===== src/rtl/mouse_ps2_pkg.sv =====
// Shared PS/2 definitions for the mouse transmitter/receiver pair: transmit state
// encoding, default cycle budgets, command bytes and small helpers.
package mouse_ps2_pkg;

    typedef logic [2:0] tx_state_t;
    typedef logic [7:0] ps2_byte_t;

    localparam tx_state_t ST_IDLE      = 3'd0;
    localparam tx_state_t ST_INHIBIT   = 3'd1;
    localparam tx_state_t ST_RTS       = 3'd2;
    localparam tx_state_t ST_DATA      = 3'd3;
    localparam tx_state_t ST_PARITY    = 3'd4;
    localparam tx_state_t ST_STOP      = 3'd5;
    localparam tx_state_t ST_ACK       = 3'd6;
    localparam tx_state_t ST_WAIT_IDLE = 3'd7;

    localparam int DEF_INHIBIT_CYCLES = 12000;
    localparam int DEF_RTS_CYCLES     = 20;
    localparam int DEF_TIMEOUT_CYCLES = 100000;

    localparam ps2_byte_t CMD_RESET  = 8'hFF;
    localparam ps2_byte_t CMD_ENABLE = 8'hF4;

    function automatic logic odd_parity(input ps2_byte_t b);
        return ~^b;
    endfunction

    // Width that holds the largest of the three cycle budgets.
    function automatic int cnt_width(input int a, input int b, input int c);
        int m;
        m = a;
        if (b > m) m = b;
        if (c > m) m = c;
        return $clog2(m + 1);
    endfunction

endpackage


===== src/rtl/mouse_transmitter_if.sv =====
// PS/2 line and byte-request bundle between the mouse master/device side (master)
// and the host transmitter (slave).
interface mouse_transmitter_if;
    import mouse_ps2_pkg::*;

    logic      CLK_MOUSE_IN;
    logic      CLK_MOUSE_OUT_EN;
    logic      DATA_MOUSE_IN;
    logic      DATA_MOUSE_OUT;
    logic      DATA_MOUSE_OUT_EN;
    logic      SEND_BYTE;
    ps2_byte_t BYTE_TO_SEND;
    logic      BYTE_SENT;
    logic      TX_BUSY;
    logic      TX_ERROR;

    modport master (
        output CLK_MOUSE_IN, DATA_MOUSE_IN, SEND_BYTE, BYTE_TO_SEND,
        input  CLK_MOUSE_OUT_EN, DATA_MOUSE_OUT, DATA_MOUSE_OUT_EN,
               BYTE_SENT, TX_BUSY, TX_ERROR
    );

    modport slave (
        input  CLK_MOUSE_IN, DATA_MOUSE_IN, SEND_BYTE, BYTE_TO_SEND,
        output CLK_MOUSE_OUT_EN, DATA_MOUSE_OUT, DATA_MOUSE_OUT_EN,
               BYTE_SENT, TX_BUSY, TX_ERROR
    );

endinterface


===== src/rtl/ps2_clk_edge.sv =====
// PS/2 clock synchroniser and falling-edge detector, shared by the transmitter and
// receiver. The edge pulse combines the registered line with the live line.
module ps2_clk_edge (
    input  logic CLK,
    input  logic RESET,
    input  logic clk_mouse_i,
    output logic fall_o
);

    logic clk_sync_q;

    always_ff @(posedge CLK or posedge RESET) begin
        if (RESET) clk_sync_q <= 1'b0;
        else       clk_sync_q <= clk_mouse_i;
    end

    assign fall_o = clk_sync_q & ~clk_mouse_i;

endmodule


===== src/rtl/mouse_transmitter.sv =====
// PS/2 host-to-device byte transmitter: inhibit, request-to-send, 8 data bits LSB
// first, odd parity, stop, device ACK. Optional watchdog under MOUSE_TX_TIMEOUT_EN.
module mouse_transmitter
    import mouse_ps2_pkg::*;
#(
    parameter int INHIBIT_CYCLES = DEF_INHIBIT_CYCLES,
    parameter int RTS_CYCLES     = DEF_RTS_CYCLES,
    parameter int TIMEOUT_CYCLES = DEF_TIMEOUT_CYCLES
) (
    input logic               CLK,
    input logic               RESET,
    mouse_transmitter_if.slave bus
);

    // One width for every cycle counter so the watchdog can share the sizing.
    localparam int CNT_W = cnt_width(INHIBIT_CYCLES, RTS_CYCLES, TIMEOUT_CYCLES);

    logic fall;

    tx_state_t        curr_state,    next_state;
    ps2_byte_t        curr_shift,    next_shift;
    logic             curr_parity,   next_parity;
    logic [2:0]       curr_bit_ctr,  next_bit_ctr;
    logic [CNT_W-1:0] curr_cnt,      next_cnt;
    logic             curr_clk_en,   next_clk_en;
    logic             curr_data_en,  next_data_en;
    logic             curr_data_out, next_data_out;
    logic             curr_sent,     next_sent;
    logic             curr_error,    next_error;
`ifdef MOUSE_TX_TIMEOUT_EN
    logic [CNT_W-1:0] curr_timeout,  next_timeout;
`endif

    ps2_clk_edge u_clk_edge (
        .CLK         (CLK),
        .RESET       (RESET),
        .clk_mouse_i (bus.CLK_MOUSE_IN),
        .fall_o      (fall)
    );

    always_ff @(posedge CLK or posedge RESET) begin
        // NOTE: state is updated with non-blocking assignments so every register
        // samples the pre-edge values regardless of statement order.
        if (RESET) begin
            curr_state    <= ST_IDLE;
            curr_shift    <= '0;
            curr_parity   <= 1'b0;
            curr_bit_ctr  <= '0;
            curr_cnt      <= '0;
            curr_clk_en   <= 1'b0;
            curr_data_en  <= 1'b0;
            curr_data_out <= 1'b0;
            curr_sent     <= 1'b0;
            curr_error    <= 1'b0;
`ifdef MOUSE_TX_TIMEOUT_EN
            curr_timeout  <= '0;
`endif
        end else begin
            curr_state    <= next_state;
            curr_shift    <= next_shift;
            curr_parity   <= next_parity;
            curr_bit_ctr  <= next_bit_ctr;
            curr_cnt      <= next_cnt;
            curr_clk_en   <= next_clk_en;
            curr_data_en  <= next_data_en;
            curr_data_out <= next_data_out;
            curr_sent     <= next_sent;
            curr_error    <= next_error;
`ifdef MOUSE_TX_TIMEOUT_EN
            curr_timeout  <= next_timeout;
`endif
        end
    end

    always_comb begin
        // NOTE: every next_* value is defaulted first so no path leaves one
        // unassigned, which would otherwise infer a latch.
        next_state    = curr_state;
        next_shift    = curr_shift;
        next_parity   = curr_parity;
        next_bit_ctr  = curr_bit_ctr;
        next_cnt      = curr_cnt;
        next_clk_en   = curr_clk_en;
        next_data_en  = curr_data_en;
        next_data_out = curr_data_out;
        next_sent     = 1'b0;
        next_error    = 1'b0;

        case (curr_state)
            ST_IDLE: begin
                next_clk_en   = 1'b0;
                next_data_en  = 1'b0;
                next_data_out = 1'b0;
                if (bus.SEND_BYTE) begin
                    next_shift  = bus.BYTE_TO_SEND;
                    next_parity = odd_parity(bus.BYTE_TO_SEND);
                    next_cnt    = '0;
                    next_clk_en = 1'b1;
                    next_state  = ST_INHIBIT;
                end
            end
            ST_INHIBIT: begin
                if (curr_cnt == CNT_W'(INHIBIT_CYCLES - 1)) begin
                    next_cnt      = '0;
                    next_data_en  = 1'b1;
                    next_data_out = 1'b0;
                    next_state    = ST_RTS;
                end else begin
                    next_cnt = curr_cnt + CNT_W'(1);
                end
            end
            ST_RTS: begin
                if (curr_cnt == CNT_W'(RTS_CYCLES - 1)) begin
                    next_cnt     = '0;
                    next_clk_en  = 1'b0;
                    next_bit_ctr = '0;
                    next_state   = ST_DATA;
                end else begin
                    next_cnt = curr_cnt + CNT_W'(1);
                end
            end
            ST_DATA: begin
                if (fall) begin
                    next_data_out = curr_shift[0];
                    next_shift    = {1'b0, curr_shift[7:1]};
                    next_bit_ctr  = curr_bit_ctr + 3'd1;
                    if (curr_bit_ctr == 3'd7) next_state = ST_PARITY;
                end
            end
            ST_PARITY: begin
                if (fall) begin
                    next_data_out = curr_parity;
                    next_state    = ST_STOP;
                end
            end
            ST_STOP: begin
                // Stop bit is the released (pulled-up) line.
                if (fall) begin
                    next_data_en  = 1'b0;
                    next_data_out = 1'b0;
                    next_state    = ST_ACK;
                end
            end
            ST_ACK: begin
                if (fall) begin
                    if (!bus.DATA_MOUSE_IN) begin
                        next_state = ST_WAIT_IDLE;
                    end else begin
                        next_error = 1'b1;
                        next_state = ST_IDLE;
                    end
                end
            end
            ST_WAIT_IDLE: begin
                if (bus.CLK_MOUSE_IN && bus.DATA_MOUSE_IN) begin
                    next_sent  = 1'b1;
                    next_state = ST_IDLE;
                end
            end
            default: begin
                next_state    = ST_IDLE;
                next_clk_en   = 1'b0;
                next_data_en  = 1'b0;
                next_data_out = 1'b0;
            end
        endcase

`ifdef MOUSE_TX_TIMEOUT_EN
        // Watchdog on the gap between device clock edges; cleared outside the
        // device-clocked states and on every falling edge.
        next_timeout = '0;
        if ((curr_state inside {ST_DATA, ST_PARITY, ST_STOP, ST_ACK}) && !fall) begin
            if (curr_timeout == CNT_W'(TIMEOUT_CYCLES - 1)) begin
                next_state    = ST_IDLE;
                next_clk_en   = 1'b0;
                next_data_en  = 1'b0;
                next_data_out = 1'b0;
                next_sent     = 1'b0;
                next_error    = 1'b1;
            end else begin
                next_timeout = curr_timeout + CNT_W'(1);
            end
        end
`endif
    end

    assign bus.CLK_MOUSE_OUT_EN  = curr_clk_en;
    assign bus.DATA_MOUSE_OUT_EN = curr_data_en;
    assign bus.DATA_MOUSE_OUT    = curr_data_out;
    assign bus.BYTE_SENT         = curr_sent;
    assign bus.TX_ERROR          = curr_error;
    assign bus.TX_BUSY           = (curr_state != ST_IDLE);

endmodule


===== src/flat_wrapper.sv =====
// flat-port wrapper written by rule: the top's interface ports become plain ports
module mouse_transmitter_flat import mouse_ps2_pkg::*;
#(
    parameter int INHIBIT_CYCLES = DEF_INHIBIT_CYCLES,
    parameter int RTS_CYCLES     = DEF_RTS_CYCLES,
    parameter int TIMEOUT_CYCLES = DEF_TIMEOUT_CYCLES
)
  (CLK, RESET, bus_CLK_MOUSE_IN, bus_DATA_MOUSE_IN, bus_SEND_BYTE, bus_BYTE_TO_SEND, bus_CLK_MOUSE_OUT_EN, bus_DATA_MOUSE_OUT, bus_DATA_MOUSE_OUT_EN, bus_BYTE_SENT, bus_TX_BUSY, bus_TX_ERROR);
  mouse_transmitter_if bus_i ();
  input logic CLK;
  input logic RESET;
  input wire logic [$bits(bus_i.CLK_MOUSE_IN)-1:0] bus_CLK_MOUSE_IN;
  input wire logic [$bits(bus_i.DATA_MOUSE_IN)-1:0] bus_DATA_MOUSE_IN;
  input wire logic [$bits(bus_i.SEND_BYTE)-1:0] bus_SEND_BYTE;
  input wire logic [$bits(bus_i.BYTE_TO_SEND)-1:0] bus_BYTE_TO_SEND;
  output wire logic [$bits(bus_i.CLK_MOUSE_OUT_EN)-1:0] bus_CLK_MOUSE_OUT_EN;
  output wire logic [$bits(bus_i.DATA_MOUSE_OUT)-1:0] bus_DATA_MOUSE_OUT;
  output wire logic [$bits(bus_i.DATA_MOUSE_OUT_EN)-1:0] bus_DATA_MOUSE_OUT_EN;
  output wire logic [$bits(bus_i.BYTE_SENT)-1:0] bus_BYTE_SENT;
  output wire logic [$bits(bus_i.TX_BUSY)-1:0] bus_TX_BUSY;
  output wire logic [$bits(bus_i.TX_ERROR)-1:0] bus_TX_ERROR;
  assign bus_i.CLK_MOUSE_IN = bus_CLK_MOUSE_IN;
  assign bus_i.DATA_MOUSE_IN = bus_DATA_MOUSE_IN;
  assign bus_i.SEND_BYTE = bus_SEND_BYTE;
  assign bus_i.BYTE_TO_SEND = bus_BYTE_TO_SEND;
  assign bus_CLK_MOUSE_OUT_EN = bus_i.CLK_MOUSE_OUT_EN;
  assign bus_DATA_MOUSE_OUT = bus_i.DATA_MOUSE_OUT;
  assign bus_DATA_MOUSE_OUT_EN = bus_i.DATA_MOUSE_OUT_EN;
  assign bus_BYTE_SENT = bus_i.BYTE_SENT;
  assign bus_TX_BUSY = bus_i.TX_BUSY;
  assign bus_TX_ERROR = bus_i.TX_ERROR;
  mouse_transmitter #(.INHIBIT_CYCLES(INHIBIT_CYCLES), .RTS_CYCLES(RTS_CYCLES), .TIMEOUT_CYCLES(TIMEOUT_CYCLES)) u_core (.CLK(CLK), .RESET(RESET), .bus(bus_i));
endmodule

===== config.mk =====
export PLATFORM = sky130hd
export DESIGN_NAME = mouse_transmitter_flat
export DESIGN_NICKNAME = d
export VERILOG_FILES = /design/src/rtl/mouse_ps2_pkg.sv /design/src/rtl/mouse_transmitter_if.sv /design/src/rtl/ps2_clk_edge.sv /design/src/rtl/mouse_transmitter.sv /design/src/flat_wrapper.sv
export SDC_FILE = /design/constraint.sdc
export NUM_CORES = 1
export LEC_CHECK = 0
export CAP_MARGIN = 30
export CORE_AREA = 2 2 65 67
export CTS_CLUSTER_DIAMETER = 150
export CTS_CLUSTER_SIZE = 8
export DETAILED_ROUTE_END_ITERATION = 6
export DIE_AREA = 0 0 67 69
export GPL_ROUTABILITY_DRIVEN = 0
export GPL_TIMING_DRIVEN = 0
export HOLD_SLACK_MARGIN = 0.03
export PLACE_DENSITY = 0.77
export SLEW_MARGIN = 30
export SYNTH_ARGS = -nofsm -noshare
export SYNTH_HDL_FRONTEND = slang
export SYNTH_SLANG_ARGS = --single-unit

===== constraint.sdc =====
create_clock -name CLK -period 2.1 [get_ports CLK]
set_input_delay 0.42 -clock CLK [delete_from_list [all_inputs] [get_ports CLK]]
set_output_delay 0.42 -clock CLK [all_outputs]
set_load 0.05 [all_outputs]

==> Word level (Yosys, flattened, before mapping) <==
Cells that the tools add are included.
{ "totals": {"regBits": 38, "out_inout_bits": 6} }
{ "op_classes": {"n_addsub": 2, "eq_ne": 19, "muxes": 36, "n_bitwise": 2, "reduce_logical": 18} }
{ "ops": {"columns": ["operator", "n"], "rows": [
  ["$mux 17", 3],
  ["$pmux 17 s3", 1],
  ["$mux 3", 12],
  ["$pmux 3 s8", 1],
  ["$add 17x1->17 const B", 1],
  ["$eq 17x14->1 const B", 1],
  ["$eq 17x5->1 const B", 1],
  ["$mux 8", 2],
  ["$ne 2x1->1 const B", 8],
  ["$pmux 8 s2", 1],
  ["$eq 3x3->1 const B", 5],
  ["$mux 1", 12],
  ["$reduce_and 3->1", 3],
  ["$reduce_and 9->1", 1],
  ["$reduce_bool 3->1", 3],
  ["$reduce_xnor 8->1", 1],
  ["$eq 3x2->1 const B", 2],
  ["$pmux 3 s2", 1],
  ["$reduce_and 2->1", 3],
  ["$reduce_bool 2->1", 3],
  ["$pmux 1 s5", 1],
  ["$reduce_and 5->1", 1],
  ["$reduce_bool 5->1", 1],
  ["$add 3x1->3 const B", 1],
  ["other kinds (8)", 8]
]} }

==> Logic depth before layout (Yosys ltp) <==
{ "logic_depth": {"ltp_word": 4, "ltp_mapped": 8, "mapped_depth_nobuf": 6} }

==> Modules after synthesis <==
A second synthesis with hierarchy kept.
{ "unflattened": {"cells_unflattened": 240, "area_unflattened_um2": 2232.1} }
{ "modules_own_cells": {"columns": ["module", "n_inst", "cells_per_inst", "area_per_inst_um2", "seq_area_each_um2"], "rows": [
  ["mouse_transmitter", 1, 237, 2189.6, 925.9],
  ["ps2_clk_edge", 1, 3, 42.5, 25.0]
]} }

==> Least setup slack after synthesis <==
Ideal clock, no wire load.
{ "synth_path": {"kind": "reg-to-reg", "from": "reg u_core.curr_cnt[5]", "to": "reg u_core.curr_state[0]", "setup_ns": 0.136, "arrival_ns": 1.781, "path_slack_ns": 0.183, "path_stages_with_launch": 7, "path_buffers": 1, "cell_sequence": "dfrtp_1 -> or4b_4 -> nor4_4 -> a41oi_2 -> buf_2 -> o21ai_0 -> o41ai_2"} }
{ "synth_between": {"elab_chain_cells": 3, "word_cells_on_any_way": 5, "classes_between": "eq/ne (4); reduce/logical (1)"} }
{ "synth_lines": {"columns": ["item", "line_no", "text"], "rows": [
  ["start: declaration", "mouse_transmitter.sv:24", "logic [CNT_W-1:0] curr_cnt, next_cnt;"],
  ["start signal: assignment", "mouse_transmitter.sv:63", "curr_cnt <= next_cnt;"],
  ["$eq 17x14->1 / $eq 17x5->1 (equally long branches)", "mouse_transmitter.sv:103, mouse_transmitter.sv:113", null],
  ["$ne 2x1->1 (no line)", null, null],
  ["$reduce_and 9->1 (no line) (*)", null, null],
  ["end signal: assignment", "mouse_transmitter.sv:59", "curr_state <= next_state;"],
  ["end: declaration", "mouse_transmitter.sv:20", "tx_state_t curr_state, next_state;"]
]} }
Every way passes the cells marked *; elsewhere a longest branch is shown, timed or not.
A chain may end at the register's enable or synchronous reset.

==> Final worst setup path <==
{ "layout_path": {"from": "reg u_core.curr_cnt[8]", "to": "reg u_core.curr_cnt[3]"} }
{ "layout_between": {"elab_chain_cells": 3, "word_cells_on_any_way": 5, "classes_between": "eq/ne (2); mux (3)"} }
{ "layout_lines": {"columns": ["item", "line_no", "text"], "rows": [
  ["$eq 17x5->1 / $eq 17x14->1 (equally long branches)", "mouse_transmitter.sv:113, mouse_transmitter.sv:103", null],
  ["$mux 17 (on tied branches)", "mouse_transmitter.sv:113, mouse_transmitter.sv:103", null],
  ["$pmux 17 s3 (*)", "mouse_transmitter.sv:89", "case (curr_state)"]
]} }
Marks and branches as above.

==> report_table.html <==
<table>
<tr><th>Metric</th><th>Value</th></tr>
<tr><th colspan="2">Outcome</th></tr>
<tr><td>Outcome</td><td>finished, final reports clean</td></tr>
<tr><th colspan="2">Worst hold path</th></tr>
<tr><td>Class of the worst hold path</td><td>in -&gt; async</td></tr>
<tr><th colspan="2">Yosys</th></tr>
<tr><td>Mean area per synthesized cell</td><td>9.09 µm²</td></tr>
<tr><td>Post-synthesis async set-or-reset flop share</td><td>100%</td></tr>
<tr><td>Number of warnings reported in the yosys synthesis log</td><td>0</td></tr>
<tr><td>Seq/Total Area, Yosys</td><td>44.2%</td></tr>
<tr><td>Biggest area consumer among synthesized cells</td><td>sky130_fd_sc_hd__dfrtp_1</td></tr>
<tr><td>Flop and latch count out of synthesis</td><td>38</td></tr>
<tr><td>Cell area after synthesis</td><td>0.00215 mm²</td></tr>
<tr><td>Cell count after synthesis</td><td>237</td></tr>
<tr><td>Largest cells by area after synthesis</td><td>sky130_fd_sc_hd__dfrtp_1, sky130_fd_sc_hd__nand2_1, sky130_fd_sc_hd__o21ai_0</td></tr>
<tr><td>Net count after synthesis</td><td>253</td></tr>
<tr><td>Area share of the largest cell type after synthesis</td><td>44.2%</td></tr>
<tr><td>Cell variety after synth</td><td>45</td></tr>
<tr><td>Predominant post-synthesis flop cell</td><td>sky130_fd_sc_hd__dfrtp_1</td></tr>
<tr><td>Number of flops mapped to enable cells by yosys</td><td>0</td></tr>
<tr><th colspan="2">Setup path</th></tr>
<tr><td>Data required time of the critical path</td><td>2.26 ns</td></tr>
<tr><td>Worst r2r dst</td><td>u_core.curr_cnt[3]</td></tr>
<tr><td>Critical path startpoint</td><td>u_core.curr_cnt[8]</td></tr>
<tr><td>Critical setup path kind</td><td>reg -&gt; reg</td></tr>
<tr><td>Worst-path fanout max</td><td>5</td></tr>
<tr><td>Reg-to-reg setup timing slack</td><td>0.03 ns</td></tr>
<tr><td>Crit path DAT</td><td>2.24 ns</td></tr>
<tr><td>R2R cell count</td><td>7</td></tr>
<tr><td>Critical Path Start Type</td><td>flop</td></tr>
<tr><td>Reg2Reg Launch Point</td><td>u_core.curr_cnt[8]</td></tr>
<tr><td>Worst setup path endpoint</td><td>u_core.curr_cnt[3]</td></tr>
<tr><td>Sort of element at the end of the critical path</td><td>flop</td></tr>
<tr><th colspan="2">Floorplan</th></tr>
<tr><td>Number of placement rows</td><td>23</td></tr>
<tr><td>Area enclosed by the die boundary</td><td>0.00462 mm²</td></tr>
<tr><td>Total I/O pin count</td><td>19</td></tr>
<tr><td>Height of the chip</td><td>69 µm</td></tr>
<tr><td>Total core area</td><td>0.00391 mm²</td></tr>
<tr><td>Die Wd</td><td>67 µm</td></tr>
<tr><td>Initial Utilization</td><td>55.0%</td></tr>
<tr><th colspan="2">Finish</th></tr>
<tr><td>Final core utilization</td><td>69.5%</td></tr>
<tr><td>Final design area excluding fillers</td><td>0.00272 mm²</td></tr>
<tr><td>Sequential Area</td><td>956 µm²</td></tr>
<tr><td>Most common cell after layout, fill and taps aside</td><td>sky130_fd_sc_hd__nand2_1</td></tr>
<tr><td>Number of nets at the end of the flow</td><td>288</td></tr>
<tr><td>Antenna diode instance count</td><td>0</td></tr>
<tr><td>Proportion of layout cells with a drive suffix above 1</td><td>20.1%</td></tr>
<tr><td>Number of fillers in the final layout</td><td>302</td></tr>
<tr><td>Layout overhead on the synthesized area</td><td>26.4%</td></tr>
<tr><td>Total area of multi-input combinational cells</td><td>0.00125 mm²</td></tr>
<tr><td>Highest-count cells in the layout ignoring fill and taps</td><td>sky130_fd_sc_hd__nand2_1, sky130_fd_sc_hd__dfrtp_1, sky130_fd_sc_hd__o21ai_0</td></tr>
<tr><th colspan="2">Timing</th></tr>
<tr><td>Least-Margin Pin Slew</td><td>0.620 ns</td></tr>
<tr><td>Count of final setup violators</td><td>0</td></tr>
<tr><td>Final number of max-transition violations</td><td>0</td></tr>
<tr><td>F_max</td><td>482 MHz</td></tr>
<tr><td>Final number of hold-violating endpoints</td><td>0</td></tr>
<tr><td>Setup_tns</td><td>0 ns</td></tr>
<tr><td>Setup repair after global routing missed its margin</td><td>true</td></tr>
<tr><td>Worst slew margin</td><td>58.4%</td></tr>
<tr><td>Skew final</td><td>0.0112 ns</td></tr>
<tr><td>Final worst-path cycle share</td><td>98.7%</td></tr>
<tr><td>Time the worst path needs with I/O delays and setup</td><td>2.07 ns</td></tr>
<tr><th colspan="2">Routing</th></tr>
<tr><td>Via count normalized by instance count</td><td>6.15</td></tr>
<tr><td>Routed wire length per instance</td><td>16.7 µm</td></tr>
<tr><td>DRC violation count after routing</td><td>0</td></tr>
<tr><td>First-pass detailed-route iteration total</td><td>4</td></tr>
<tr><td>Total detailed-routing wirelength</td><td>5390 µm</td></tr>
<tr><td>First-iteration detailed-routing DRC count</td><td>183</td></tr>
<tr><td>Final antenna-violating net count</td><td>0</td></tr>
<tr><td>Number of vias after detailed routing</td><td>1,986</td></tr>
<tr><th colspan="2">Global routing</th></tr>
<tr><td>Vias in the first global route</td><td>1,949</td></tr>
<tr><td>Pin count of the biggest net entering global routing</td><td>30</td></tr>
<tr><td>Aggregate global routing overflow</td><td>0</td></tr>
<tr><td>Global-route wire length before repair</td><td>8830 µm</td></tr>
<tr><td>Total routing usage reported by global routing</td><td>24.4%</td></tr>
<tr><td>Number of antenna violations at the first check in global routing</td><td>0</td></tr>
<tr><th colspan="2">CTS</th></tr>
<tr><td>Level count of the clock H-tree</td><td>2</td></tr>
<tr><td>Root Driver</td><td>sky130_fd_sc_hd__clkbuf_8</td></tr>
<tr><td>Number of buffers inserted during clock tree synthesis</td><td>5</td></tr>
<tr><td>Clk slew on worst S/H paths</td><td>0.08 ns</td></tr>
<tr><td>Number of sinks driven by the clock tree</td><td>38</td></tr>
<tr><td>Maximum buffer depth of the clock tree</td><td>2</td></tr>
<tr><td>Worst-skew pair later-pin latency</td><td>0.29 ns</td></tr>
<tr><td>CTS tree</td><td>done</td></tr>
<tr><th colspan="2">Flow run</th></tr>
<tr><td>Count of max-cap constraint violations</td><td>0</td></tr>
<tr><th colspan="2">Pwr</th></tr>
<tr><td>Overall power of the completed layout</td><td>3.36 mW</td></tr>
<tr><td>Maximum vdd ir drop</td><td>0.517 mV</td></tr>
<tr><td>PD cells</td><td>1240 mW/mm²</td></tr>
<tr><td>Leakage power figure</td><td>1.22 nW</td></tr>
<tr><th colspan="2">Placement</th></tr>
<tr><td>HPWL Detailed</td><td>3460 µm</td></tr>
<tr><td>Instance area at placement</td><td>0.00242 mm²</td></tr>
<tr><td>Count of buffers inserted at the top-level ports</td><td>18</td></tr>
</table>
-- state kept, by name, indices dropped and copies added, names as in the netlist --
signal and flops:
u_core.curr_cnt 17, u_core.curr_state 3, u_core.curr_bit_ctr 3, u_core.bus.DATA_MOUSE_OUT 1, u_core.curr_shift 8, u_core.curr_parity 1, u_core.bus.TX_ERROR 1, u_core.bus.DATA_MOUSE_OUT_EN 1
u_core.bus.CLK_MOUSE_OUT_EN 1, u_core.bus.BYTE_SENT 1, u_core.u_clk_edge.clk_sync_q 1
-- logic make-up (layout without fill, tap and decap cells) --
logic type / Yosys count / in the layout / share of synthesized area (%)
buf+inv: 17 / 53 / 3.49
flops: 38 / 38 / 44.2
compound gates: 64 / 64 / 19.8
simple gates: 96 / 96 / 22.5
xor+xnor: 10 / 10 / 4.07
fa+ha+maj: 3 / 3 / 1.74
mux: 9 / 9 / 4.24
-- worst max-delay path: stages, from the launching register on --
cell and delay, ns:
sky130_fd_sc_hd__dfrtp_1 0.40, sky130_fd_sc_hd__or4b_4 0.55, sky130_fd_sc_hd__nor4_4 0.14, sky130_fd_sc_hd__buf_4 0.19
sky130_fd_sc_hd__a41oi_4 0.20, sky130_fd_sc_hd__buf_6 0.20, sky130_fd_sc_hd__o21ai_2 0.15, sky130_fd_sc_hd__o211ai_1 0.11
-- area by class of cell --
class	count	share of cell area (%)
Multi-Input combinational cell	182	45.9
Sequential cell	38	35.1
Timing Repair Buffer	28	10.2
Clock buffer	7	3.17
Tap cell	50	2.30
Buffer	10	2.16
Inverter	7	0.966
Clock inverter	1	0.184
-- metrics by stage --
stage / instances / hold WS (ns) / worst slack [ns]
global route: 323 / 0.395 / -0.0838
detailed placement: 306 / 0.473 / -0.328
global placement: 305 / 0.466 / -0.332
CTS: 318 / 0.372 / 0.000641
finish: 323 / 0.363 / 0.0273
floorplan: 237 / 0.449 / 0.183
-- cell usage after synthesis (2+ instances only) --
library cell,n
sky130_fd_sc_hd__o31ai_1,2
sky130_fd_sc_hd__inv_1,7
sky130_fd_sc_hd__nand2_1,41
sky130_fd_sc_hd__and2_1,5
sky130_fd_sc_hd__nor3_1,7
sky130_fd_sc_hd__o31a_1,4
sky130_fd_sc_hd__nor2b_1,3
sky130_fd_sc_hd__and3_1,3
sky130_fd_sc_hd__nand3_1,7
sky130_fd_sc_hd__nand4_1,2
sky130_fd_sc_hd__a21oi_1,6
sky130_fd_sc_hd__xnor2_1,8
sky130_fd_sc_hd__nor4_1,5
sky130_fd_sc_hd__o21ai_0,27
sky130_fd_sc_hd__o22ai_1,6
sky130_fd_sc_hd__clkbuf_1,6
sky130_fd_sc_hd__o41ai_2,2
sky130_fd_sc_hd__ha_1,3
sky130_fd_sc_hd__dfrtp_1,38
sky130_fd_sc_hd__nor2_1,13
sky130_fd_sc_hd__mux2i_1,8
sky130_fd_sc_hd__o211ai_1,5
sky130_fd_sc_hd__a22o_1,2
sky130_fd_sc_hd__and4_1,2
sky130_fd_sc_hd__xor2_1,2
sky130_fd_sc_hd__or3_1,2
sky130_fd_sc_hd__buf_2,3
-- report_power, final --
part           internal, mW  switching [mW]  leakage [nW]
Sequential            0.973           0.224         0.493
Clock                 0.265           0.261        0.0482
Combinational         0.640            1.00         0.677
-- repair_timing --
| item | 4_1_cts | 5_1_grt |
|---|---|---|
| setup buffers | 3 | 4 |
| setup endpoints to repair | 17 | 31 |
| resized for setup | 21 | 31 |
| gates cloned | 1 | 1 |
| pin swaps | 2 | 10 |
| hold buffers | 0 | 0 |
-- worst min-delay path by stage --
stage                     slack (ns)            startpoint              endpoint  cells after the start
after floorplan                 0.45  u_core.curr_shift[1]  u_core.curr_shift[1]                      2
after global placement          0.47  u_core.curr_shift[4]  u_core.curr_shift[4]                      2
after detailed placement        0.47  u_core.curr_shift[5]  u_core.curr_shift[5]                      2
after CTS                       0.37                 RESET   u_core.curr_cnt[11]                      2
after global routing            0.40                 RESET   u_core.curr_cnt[13]                      2
final                           0.36                 RESET   u_core.curr_cnt[11]                      2
-- per-layer routing --
layer / track usage, % / up-vias / routed length [µm]
li1: - / 924 / -
met1: 33.7 / 963 / 2290
met2: 35.6 / 82 / 2600
met3: 6.04 / 17 / 358
met4: 11.3 / 0 / 131
met5: 0 / - / 0
Note: power is estimated with default switching activity, not from simulation.
